[src/rtl/dmem_port_arbiter.sv]
// Round-robin arbiter between CPU (0) and DMA (1) for one byte-wide data-memory port.
// Word accesses are sequenced one byte per cycle; load bytes are assembled little-endian.
module dmem_port_arbiter #(
  parameter int unsigned ADDRWIDTH = 17,
  parameter int unsigned DATAWIDTH = 8
) (
  input  logic                 clk,
  input  logic                 rst_n,
  input  logic                 req0,
  input  logic                 we0,
  input  logic                 size0,
  input  logic [ADDRWIDTH-1:0] addr0,
  input  logic [31:0]          wdata0,
  input  logic                 req1,
  input  logic                 we1,
  input  logic                 size1,
  input  logic [ADDRWIDTH-1:0] addr1,
  input  logic [31:0]          wdata1,
  output logic                 done0,
  output logic                 done1,
  output logic [31:0]          rdata,
  output logic                 busy,
  output logic [ADDRWIDTH-1:0] mem_addr,
  output logic [DATAWIDTH-1:0] mem_din,
  output logic                 mem_we,
  input  logic [DATAWIDTH-1:0] mem_dout
);

  typedef enum logic [1:0] {S_IDLE, S_ISSUE, S_WAIT, S_DONE} state_e;

  state_e                 state_q;
  logic [1:0]             cnt_q;
  logic                   last_gnt_q;
  logic                   gnt_q;
  logic                   we_q;
  logic                   size_q;
  logic [ADDRWIDTH-1:0]   base_q;
  logic [31:0]            wdata_q;
  logic [31:0]            rdata_q;
  logic [ADDRWIDTH-1:0]   mem_addr_q;
  logic [DATAWIDTH-1:0]   mem_din_q;
  logic                   mem_we_q;
  logic                   done0_q;
  logic                   done1_q;

  logic                   gnt_d;
  logic                   we_d;
  logic                   size_d;
  logic [ADDRWIDTH-1:0]   addr_d;
  logic [31:0]            wdata_d;
  logic [1:0]             last_d;
  logic [1:0]             cnt_d;
  logic [1:0]             prev_d;
  logic [ADDRWIDTH-1:0]   mem_addr_d;

  always_comb begin
    // On a tie the requester that did not win last time is served.
    gnt_d      = (req0 && req1) ? ~last_gnt_q : req1;
    we_d       = gnt_d ? we1    : we0;
    size_d     = gnt_d ? size1  : size0;
    addr_d     = gnt_d ? addr1  : addr0;
    wdata_d    = gnt_d ? wdata1 : wdata0;
    last_d     = size_q ? 2'd3 : 2'd0;
    cnt_d      = cnt_q + 2'd1;
    prev_d     = cnt_q - 2'd1;
    mem_addr_d = base_q + ADDRWIDTH'(cnt_d);
  end

  always_ff @(posedge clk or negedge rst_n) begin
    if (!rst_n) begin
      state_q    <= S_IDLE;
      cnt_q      <= '0;
      last_gnt_q <= 1'b1;
      gnt_q      <= 1'b0;
      we_q       <= 1'b0;
      size_q     <= 1'b0;
      base_q     <= '0;
      wdata_q    <= '0;
      rdata_q    <= '0;
      mem_addr_q <= '0;
      mem_din_q  <= '0;
      mem_we_q   <= 1'b0;
      done0_q    <= 1'b0;
      done1_q    <= 1'b0;
    end else begin
      done0_q <= 1'b0;
      done1_q <= 1'b0;
      case (state_q)
        S_IDLE: begin
          if (req0 || req1) begin
            gnt_q      <= gnt_d;
            last_gnt_q <= gnt_d;
            we_q       <= we_d;
            size_q     <= size_d;
            base_q     <= addr_d;
            wdata_q    <= wdata_d;
            cnt_q      <= '0;
            if (!we_d) rdata_q <= '0;
            // Port signals are registered, so byte 0 is presented as ISSUE begins.
            mem_addr_q <= addr_d;
            mem_we_q   <= we_d;
            mem_din_q  <= wdata_d[7:0];
            state_q    <= S_ISSUE;
          end
        end
        S_ISSUE: begin
          if (!we_q && cnt_q != 2'd0) rdata_q[{prev_d, 3'b000} +: 8] <= mem_dout;
          if (cnt_q == last_d) begin
            mem_we_q  <= 1'b0;
            mem_din_q <= '0;
            if (we_q) begin
              done0_q <= ~gnt_q;
              done1_q <= gnt_q;
              state_q <= S_DONE;
            end else begin
              state_q <= S_WAIT;
            end
          end else begin
            cnt_q      <= cnt_d;
            mem_addr_q <= mem_addr_d;
            mem_din_q  <= wdata_q[{cnt_d, 3'b000} +: 8];
          end
        end
        S_WAIT: begin
          rdata_q[{last_d, 3'b000} +: 8] <= mem_dout;
          done0_q <= ~gnt_q;
          done1_q <= gnt_q;
          state_q <= S_DONE;
        end
        S_DONE: state_q <= S_IDLE;
        default: state_q <= S_IDLE;
      endcase
    end
  end

  assign done0    = done0_q;
  assign done1    = done1_q;
  assign rdata    = rdata_q;
  assign busy     = (state_q != S_IDLE);
  assign mem_addr = mem_addr_q;
  assign mem_din  = mem_din_q;
  assign mem_we   = mem_we_q;

endmodule

[config.mk]
export PLATFORM = sky130hd
export DESIGN_NAME = dmem_port_arbiter
export DESIGN_NICKNAME = d
export VERILOG_FILES = /design/src/rtl/dmem_port_arbiter.sv
export SDC_FILE = /design/constraint.sdc
export NUM_CORES = 1
export LEC_CHECK = 0
export ABC_AREA = 1
export CAP_MARGIN = 20
export CORE_MARGIN = 2
export CORE_UTILIZATION = 49
export DETAILED_ROUTE_END_ITERATION = 8
export HOLD_SLACK_MARGIN = 0.08
export PLACE_DENSITY = 0.86
export SYNTH_ARGS = -nofsm -noshare
export SYNTH_HDL_FRONTEND = slang
export SYNTH_SLANG_ARGS = --single-unit
[constraint.sdc]
create_clock -name clk -period 2.7 [get_ports clk]
set_clock_uncertainty 0.05 [all_clocks]
set_input_delay 0.675 -clock clk [delete_from_list [all_inputs] [get_ports clk]]
set_output_delay 0.675 -clock clk [all_outputs]
set_load 0.02 [all_outputs]
## Yosys cells after proc, flatten, opt, wreduce, memory -nomap -nowiden

Index checks and enable logic that the tools add are counted.

| operators by class | value |
|---|---|
| mux-type cells | 34 |
| equality and inequality tests | 9 |
| add/sub/neg operators | 5 |
| shift operators | 5 |
| reductions and logical operators | 15 |
| bitwise gates (word level) | 2 |

Operator list:

| kind | count |
|---|---|
| 2-to-1 mux 32 bit | 4 |
| case mux 32 bit (3 select lines) | 1 |
| bitwise mux 32 bit | 2 |
| variable shift 8 x 7 -> 32 bit, first input constant | 2 |
| indexed part select 8 x 7 -> 32 bit | 2 |
| 2-to-1 mux 17 bit | 3 |
| case mux 17 bit (2 select lines) | 1 |
| indexed part select 32 x 6 -> 8 bit | 1 |
| adder 17 x 2 -> 17 bit | 1 |
| 2-to-1 mux 8 bit | 2 |
| case mux 8 bit (2 select lines) | 1 |
| negator 5 -> 7 bit | 2 |
| 2-to-1 mux 1 bit | 10 |
| 2-to-1 mux 2 bit | 5 |
| != test 2 bit, second input constant | 5 |
| case mux 2 bit (4 select lines) | 1 |
| case mux 1 bit (2 select lines) | 3 |
| AND reduction 2 bit | 3 |
| AND reduction 3 bit | 2 |
| nonzero test 2 bit | 3 |
| equality test 2 bit, second input constant | 2 |
| case mux 2 bit (2 select lines) | 1 |
| AND reduction 4 bit | 1 |
| nonzero test 3 bit | 1 |
| 9 further kinds | 11 |

| storage, ports and cells | value |
|---|---|
| logic and storage cells | 84 |
| output and inout bits | 61 |
| input bits | 114 |
| register bits | 117 |

## Longest topological paths before layout

Gate-level depths: netlist of the first run.

| logic depth | value |
|---|---|
| depth in word-level cells | 6 |
| depth in mapped cells | 12 |
| mapped depth without buffers | 12 |

## Worst setup path before layout of the first run

OpenSTA, ideal clock, no wires.

| timing path | value |
|---|---|
| path kind | flip-flop to flip-flop |
| start | register cnt_q[0] |
| end | register mem_addr_q[8] (netlist: mem_addr[8]) |
| path slack | 0.522 ns |
| data required time | 2.533 ns |
| data arrival time | 2.010 ns |
| library setup time | 0.117 ns |
| clock period less this slack | 2.178 ns |
| path buffers | 0 |
| cell stages (with the launch flop) | 12 |
| cells stage by stage | dfrtp_1 -> inv_2 -> ha_1 -> fa_1 -> nand2_1 -> nor2_1 -> nand2_1 -> inv_1 -> nand2_1 -> nand3_1 -> nand3_1 -> nand2_1 |

| between the ends | value |
|---|---|
| longest elaborated chain between the ends | 4 |
| elaborated cells between the ends (all ways) | 7 |
| classes of those cells | add/sub: 2; eq/ne: 2; mux: 2; reduce/logical: 1 |

RTL lines:

| item | line | text |
|---|---|---|
| start: declaration | 32 | `logic [1:0] cnt_q;` |
| start signal: assignment | 119 | `cnt_q <= cnt_d;` |
| adder 2 x 1 -> 2 bit | 64 | `cnt_d = cnt_q + 2'd1;` |
| adder 17 x 2 -> 17 bit | 66 | `mem_addr_d = base_q + ADDRWIDTH'(cnt_d);` |
| 2-to-1 mux 17 bit | 108 | `if (cnt_q == last_d) begin` |
| case mux 17 bit (2 select lines) | 88 | `case (state_q)` |
| end signal: assignment | 100 | `mem_addr_q <= addr_d;` |
| end signal: assignment | 120 | `mem_addr_q <= mem_addr_d;` |
| end: declaration | 40 | `logic [ADDRWIDTH-1:0] mem_addr_q;` |

Several ways; a longest one is shown, not always the timed one. The select of a mux whose other input is x is not followed.
A chain may end at the register's enable or synchronous reset.

## Final worst setup path of the first run

| timing path | value |
|---|---|
| start | register state_q[0] |
| end | output port busy |

| between the ends | value |
|---|---|
| longest elaborated chain between the ends | 1 |

RTL lines:

| item | line | text |
|---|---|---|
| start: declaration | 31 | `state_e state_q;` |
| start signal: assignment | 71 | `state_q <= S_IDLE;` |
| start signal: assignment | 103 | `state_q <= S_ISSUE;` |
| start signal: assignment | 114 | `state_q <= S_DONE;` |
| nonzero test 2 bit | 139 | `assign busy = (state_q != S_IDLE);` |
| end: declaration | 22 | `output logic busy,` |

No other way between the ends.

==> flow_metrics.py, run 1 <==
metrics = {
    "run_status": {
        "status": "finished clean",
    },
    "cells_and_area": {
        "syn_to_final_growth_pct": 39.3,
        "nets": 1189,
        "antenna_cells": 0,
        "drive_above_1_share": 0.0670,
        "fillCellCount": 1014,
        "stdcell_area_um2": 8970,
        "post-route-util": 0.705,
    },
    "synthesis": {
        "synth_xor_area_frac": 0.00408,
        "synth.top_cells.by_area": "dfrtp_1 45%, nand2_1 20%, o21ai_0 7.4%",
        "netlist.area_leader.share": 0.451,
        "synth-edff-count": 0,
        "synth-main-ff-cell": "dfrtp_1",
        "synth_largest_area_cell": "dfrtp_1",
        "yosys-top-cells-count": "341 x nand2_1, 116 x dfrtp_1, 95 x o21ai_0",
        "synthesis.nets": 1016,
        "synth-simple-area-share": 0.306,
        "yosysWarnings": 0,
        "synth_compound_area_frac": 0.141,
        "netlist_area_um2": 6440,
        "seq_area_frac_synth": 0.455,
        "syn_avg_cell_area_um2": 7.25,
        "async_flop_share": 1.00,
        "ys_seq_elements": 117,
        "synth_cell_types": 35,
        "yosysMostFrequentCell": "nand2_1",
        "syn_inst": 889,
        "synthAdderAreaFrac": 0.0264,
        "muxShareOfSynthArea": 0,
        "synth_top_family_by_area": "simple AND/OR/NAND/NOR gates",
    },
    "power": {
        "ir_drop_v": 0.000589,
        "p_total_mw": 10.4,
        "power.internal_mw": 5.91,
        "clockPowerShare": 0.224,
        "p_sw_frac": 0.432,
        "pwr-share-comb": 0.484,
        "powerDensity_nw_per_um2": 1160,
        "p_sw_mw": 4.49,
        "power_frac_seq": 0.292,
        "p_leak_nw": 4.25,
    },
    "placement": {
        "gp_congestion": 0.882,
        "dpl_cell_area_um2": 8370,
        "port_buffers": 174,
        "post-place-ws_ns": 0.218,
        "dp_hpwl_mm": 13.1,
    },
    "clock_tree": {
        "post_cts.repair.setup_buffers": 0,
        "cts.sinks": 117,
        "cts.clk_slew.worst_paths_ns": 0.05,
        "cts_buffer_depth": 2,
        "htree_levels": 4,
        "cts_buffers": 17,
        "cts-root-buf": "clkbuf_16",
        "cts_tree": "yes",
        "clk_latency_ns": 0.42,
    },
    "global_route": {
        "grt_first_pass_wirelength_mm": 30.6,
        "globalRouteTotalUtil": 0.268,
        "antenna_found_initial": 0,
        "grt_max_degree": 66,
        "grt_pass1_vias": 6327,
        "overflow": 0,
    },
    "floorplanning": {
        "coreArea_um2": 12700,
        "start_util": 0.506,
        "dieArea_um2": 14100,
        "pin_count": 175,
        "die_w_um": 119,
        "rows": 41,
        "dieHeight_um": 119,
    },
    "detailed_routing": {
        "wl_per_cell_um": 14.6,
        "drt_first_pass_iters": 6,
        "drtIter0Drc": 576,
        "avgViaCountPerCell": 5.28,
        "wl_mm": 18.3,
        "drc": 0,
        "routed-via-count": 6578,
        "antenna_left": 0,
    },
    "worst_setup_path": {
        "rr_worst_depth": 10,
        "crit_arrival_ns": 1.77,
        "cp-start-kind": "flop",
        "crit_path_end_kind": "output pin",
        "required_ns": 1.98,
        "startpoint": "state_q[0]$_DFFE_PN0P_",
        "worstReg2RegStart": "cnt_q[0]$_DFFE_PN0P_",
        "crit_type": "flop to output pin",
        "crit_fanout": 5,
    },
    "run": {
        "drv_cap": 0,
    },
    "sta": {
        "worst_slack_ns": 0.209,
        "relSlewSlack": 0.501,
        "tns_ns": 0,
        "maxSlewViolCount": 0,
        "fin_crit_sh": 0.923,
        "hold_violations": 0,
        "setup_viol": 0,
        "period_needed_ns": 2.49,
        "fmax_mhz": 401,
        "rsz0062_at_grt": "false",
        "tightest_slew_ns": 0.749,
    },
    "hold_path": {
        "hp-class": "primary input to asynchronous set/reset pin",
    },
}
==> routing by layer <==
layer / GRT usage / vias to the layer above / wire (um)
met5: 0 / - / 0
met4: 0.102 / 0 / 507
met3: 0.0671 / 47 / 1310
met2: 0.431 / 278 / 8610
met1: 0.350 / 3046 / 7830
li1: - / 3207 / -
==> critical path, stage by stage (launching register included) <==
cell	delay [ns]
dfrtp_1	0.40
inv_1	0.15
ha_1	0.29
inv_1	0.15
dlygate4sd2_1	0.35
==> metrics by stage <==
stage | std cells | hold slack [ns]
after global routing | 1247 | 0.226
final | 1247 | 0.186
after floorplan | 889 | 0.329
after global placement | 1215 | 0.359
after detailed placement | 1215 | 0.368
after CTS | 1247 | 0.202
==> worst paths after layout <==
kind	to	slack, ns
min in group clk	done0$_DFF_PN0_	0.38
min	rdata[11]$_DFFE_PN0P_	0.19
min reg2reg	done0$_DFF_PN0_	0.38
max reg2reg	mem_addr[15]$_DFFE_PN0P_	0.33
max	busy	0.21
max in group asynchronous	last_gnt_q$_DFFE_PN1P_	1.74
==> power groups by stage <==
| stage | Combinational (mW) | Sequential [mW] | Clock (mW) |
|---|---|---|---|
| after floorplan | 2.93 | 3.30 | 0 |
| after global placement | 4.87 | 3.02 | 0 |
| after detailed placement | 5.00 | 3.03 | 0 |
| after CTS | 5.05 | 3.02 | 2.34 |
| after global routing | 5.62 | 3.11 | 2.43 |
| final | 5.03 | 3.04 | 2.33 |
==> cells by family (layout without fill, tap and decap cells) <==
logic type	after synthesis	count (layout)
DFF	117	117
and+or+nand+nor	492	492
xor gates and xnor gates	3	3
buffers and inverters	98	284
adders and majority gates	13	13
AOI/OAI and AO/OA	166	166
==> state kept, by name (all words and copies together) (netlist names), 2 cells and up <==
register	flops
wdata_q	32
mem_din	8
base_q	17
cnt_q	2
rdata	32
mem_addr	17
state_q	2
==> what timing repair did <==
| item | 4_1_cts | 5_1_grt |
|---|---|---|
| hold buffers | 0 | 0 |
| endpoints found under the setup margin | 1 | 0 |
| hold endpoints to repair | 0 | 0 |
| gates resized for setup | 1 | 0 |
==> final cells by class <==
cell class | instances | area [um2] | share of cell area
inverters | 61 | 231 | 0.0258
clock inverters | 9 | 125 | 0.0139
clock buffers | 23 | 478 | 0.0533
flip-flops and latches | 117 | 2930 | 0.326
well taps | 172 | 215 | 0.0240
multi-input cells | 674 | 3090 | 0.344
repair buffers | 191 | 1900 | 0.212
==> cells in the final DEF (no fill, tap or decap), types with 4 or more instances in the layout <==
cell	instances
a21boi_0	8
a21oi_1	14
a22oi_1	8
buf_4	15
clkbuf_16	17
clkdlybuf4s50_1	172
clkinv_2	4
dfrtp_1	116
ha_1	12
inv_1	55
inv_2	5
nand2_1	340
nand3_1	40
nor2_1	91
o21ai_0	95
o21ai_1	15
o22ai_1	19
or2_2	8
No activity file was read; power rests on OpenSTA's default activity.
==> run 2, diff against run 1 <==
Settings changed: RECOVER_POWER set to 25.
==> flow_metrics.py, run 2 (synthesis results as in run 1) <==
metrics = {
    "worst_setup_path": {
        "r2r_slack_ns": 0.29,
        "crit_family": "buffers and inverters",
        "cp_num_buf_inv": 3,
        "cp.depth": 4,
        "crit_type": "flop to output pin",
        "timing.critical_path.to": "busy",
        "crit_path_end_kind": "output pin",
        "cp_common_cell": "inv_1",
        "crit_arrival_ns": 1.77,
        "crit_path_max_incr_delay_ns": 0.40,
        "timing.rr.end": "mem_addr[15]$_DFFE_PN0P_",
        "worstReg2RegStart": "cnt_q[0]$_DFFE_PN0P_",
        "cp-start-kind": "flop",
        "required_ns": 1.98,
        "cp_slowest_cell": "dfrtp_1",
        "cp_cell_sequence": "inv_1 > ha_1 > inv_1 > dlygate4sd2_1",
        "crit_fanout": 5,
        "rr_worst_depth": 10,
        "startpoint": "state_q[0]$_DFFE_PN0P_",
    },
    "sta": {
        "maxSlewViolCount": 0,
        "rsz0062_at_grt": "false",
        "worst_slack_ns": 0.208,
        "tns_ns": 0,
        "period_needed_ns": 2.49,
        "fin_crit_sh": 0.923,
        "relSlewSlack": 0.206,
        "fmax_mhz": 401,
        "hold_violations": 0,
        "setup_viol": 0,
        "tightest_slew_ns": 1.19,
    },
    "detailed_routing": {
        "wl_mm": 18.3,
        "antenna_left": 0,
        "wl_per_cell_um": 14.7,
        "drc": 0,
        "routed-via-count": 6575,
        "drtIter0Drc": 541,
        "drt_first_pass_iters": 7,
        "avgViaCountPerCell": 5.27,
    },
    "clock_tree": {
        "clk_latency_ns": 0.42,
        "cts.clk_slew.worst_paths_ns": 0.05,
        "post_cts.repair.setup_buffers": 0,
        "cts_buffers": 17,
        "cts_tree": "yes",
        "cts_buffer_depth": 2,
        "hold_buffers": 0,
        "cts.sinks": 117,
        "cts_resized": 1,
        "htree_levels": 4,
        "cts-root-buf": "clkbuf_16",
    },
    "floorplanning": {
        "die_w_um": 119,
        "rows": 41,
        "dieHeight_um": 119,
        "pin_count": 175,
        "coreArea_um2": 12700,
        "dieArea_um2": 14100,
        "start_util": 0.506,
    },
    "cells_and_area": {
        "final_common_cell": "nand2_1",
        "instances_no_fill": 1247,
        "syn_to_final_growth_pct": 38.9,
        "stdcell_area_um2": 8950,
        "fillCellCount": 1015,
        "nets": 1189,
        "drive_above_1_share": 0.0660,
        "final_cell_mix": "340 x nand2_1, 172 x clkdlybuf4s50_1, 116 x dfrtp_1, 95 x o21ai_0, 91 x nor2_1",
        "antenna_cells": 0,
    },
    "power": {
        "p_total_mw": 10.4,
        "ir_drop_v": 0.000589,
        "p_leak_nw": 4.24,
        "powerDensity_nw_per_um2": 1160,
    },
    "global_route": {
        "grt_pass1_vias": 6327,
        "overflow": 0,
        "globalRouteTotalUtil": 0.268,
        "grt_max_degree": 66,
        "grt_first_pass_wirelength_mm": 30.6,
        "antenna_found_initial": 0,
    },
    "placement": {
        "port_buffers": 174,
        "numPlacedInstances": 1215,
        "post-place-ws_ns": 0.218,
        "dp_hpwl_mm": 13.1,
        "dpl_cell_area_um2": 8370,
        "gp_congestion": 0.882,
    },
    "hold_path": {
        "hp-class": "primary input to asynchronous set/reset pin",
    },
    "run_status": {
        "status": "finished clean",
    },
    "run": {
        "drv_cap": 0,
    },
}
[run 2: changes by cell type in the layout (fill, tap and decap cells not counted)]
| cell | change |
|---|---|
| clkbuf_1 | +1 |
| buf_12 | -1 |
| buf_4 | -2 |
| clkbuf_2 | +2 |
[run 2: metal layers]
metal	global-route usage	up-vias	share of wire
met5	0	-	0
met4	0.102	0	0.027
met3	0.0671	45	0.073
met2	0.431	298	0.47
met1	0.350	3023	0.43
li1	-	3209	-
[run 2: per-stage QoR]
| step | util | hold WS, ns |
|---|---|---|
| after CTS | 0.705 | 0.202 |
| after global routing | 0.704 | 0.400 |
| after floorplan | - | 0.329 |
| after global placement | 0.658 | 0.359 |
| final | 0.704 | 0.369 |
| after detailed placement | 0.658 | 0.368 |
[run 2: final cells by class]
class | instances | area (um2) | share of cell area
well taps | 172 | 215 | 0.0240
clock inverters | 9 | 125 | 0.0140
inverters | 61 | 231 | 0.0259
flip-flops and latches | 117 | 2930 | 0.327
multi-input cells | 674 | 3090 | 0.345
repair buffers | 191 | 1880 | 0.210
clock buffers | 23 | 478 | 0.0534
[run 2: power by group]
part	total [mW]	internal, mW	switching, mW
clock	2.34	1.52	0.819
sequential	3.04	2.52	0.521
combinational	5.03	1.88	3.15
total	10.4	5.91	4.49
[run 2: how the worst min path moves through the flow]
stage                 startpoint               endpoint  slack [ns]  cells after the start
2_1_floorplan              rst_n  base_q[0]$_DFFE_PN0P_        0.33                      0
3_3_place_gp   gnt_q$_DFFE_PN0P_        done0$_DFF_PN0_        0.36                      1
3_5_place_dp   gnt_q$_DFFE_PN0P_        done0$_DFF_PN0_        0.37                      1
4_1_cts                    rst_n  rdata[11]$_DFFE_PN0P_        0.20                      1
5_1_grt        gnt_q$_DFFE_PN0P_        done0$_DFF_PN0_        0.40                      1
6_report                   rst_n  rdata[11]$_DFFE_PN0P_        0.37                      1
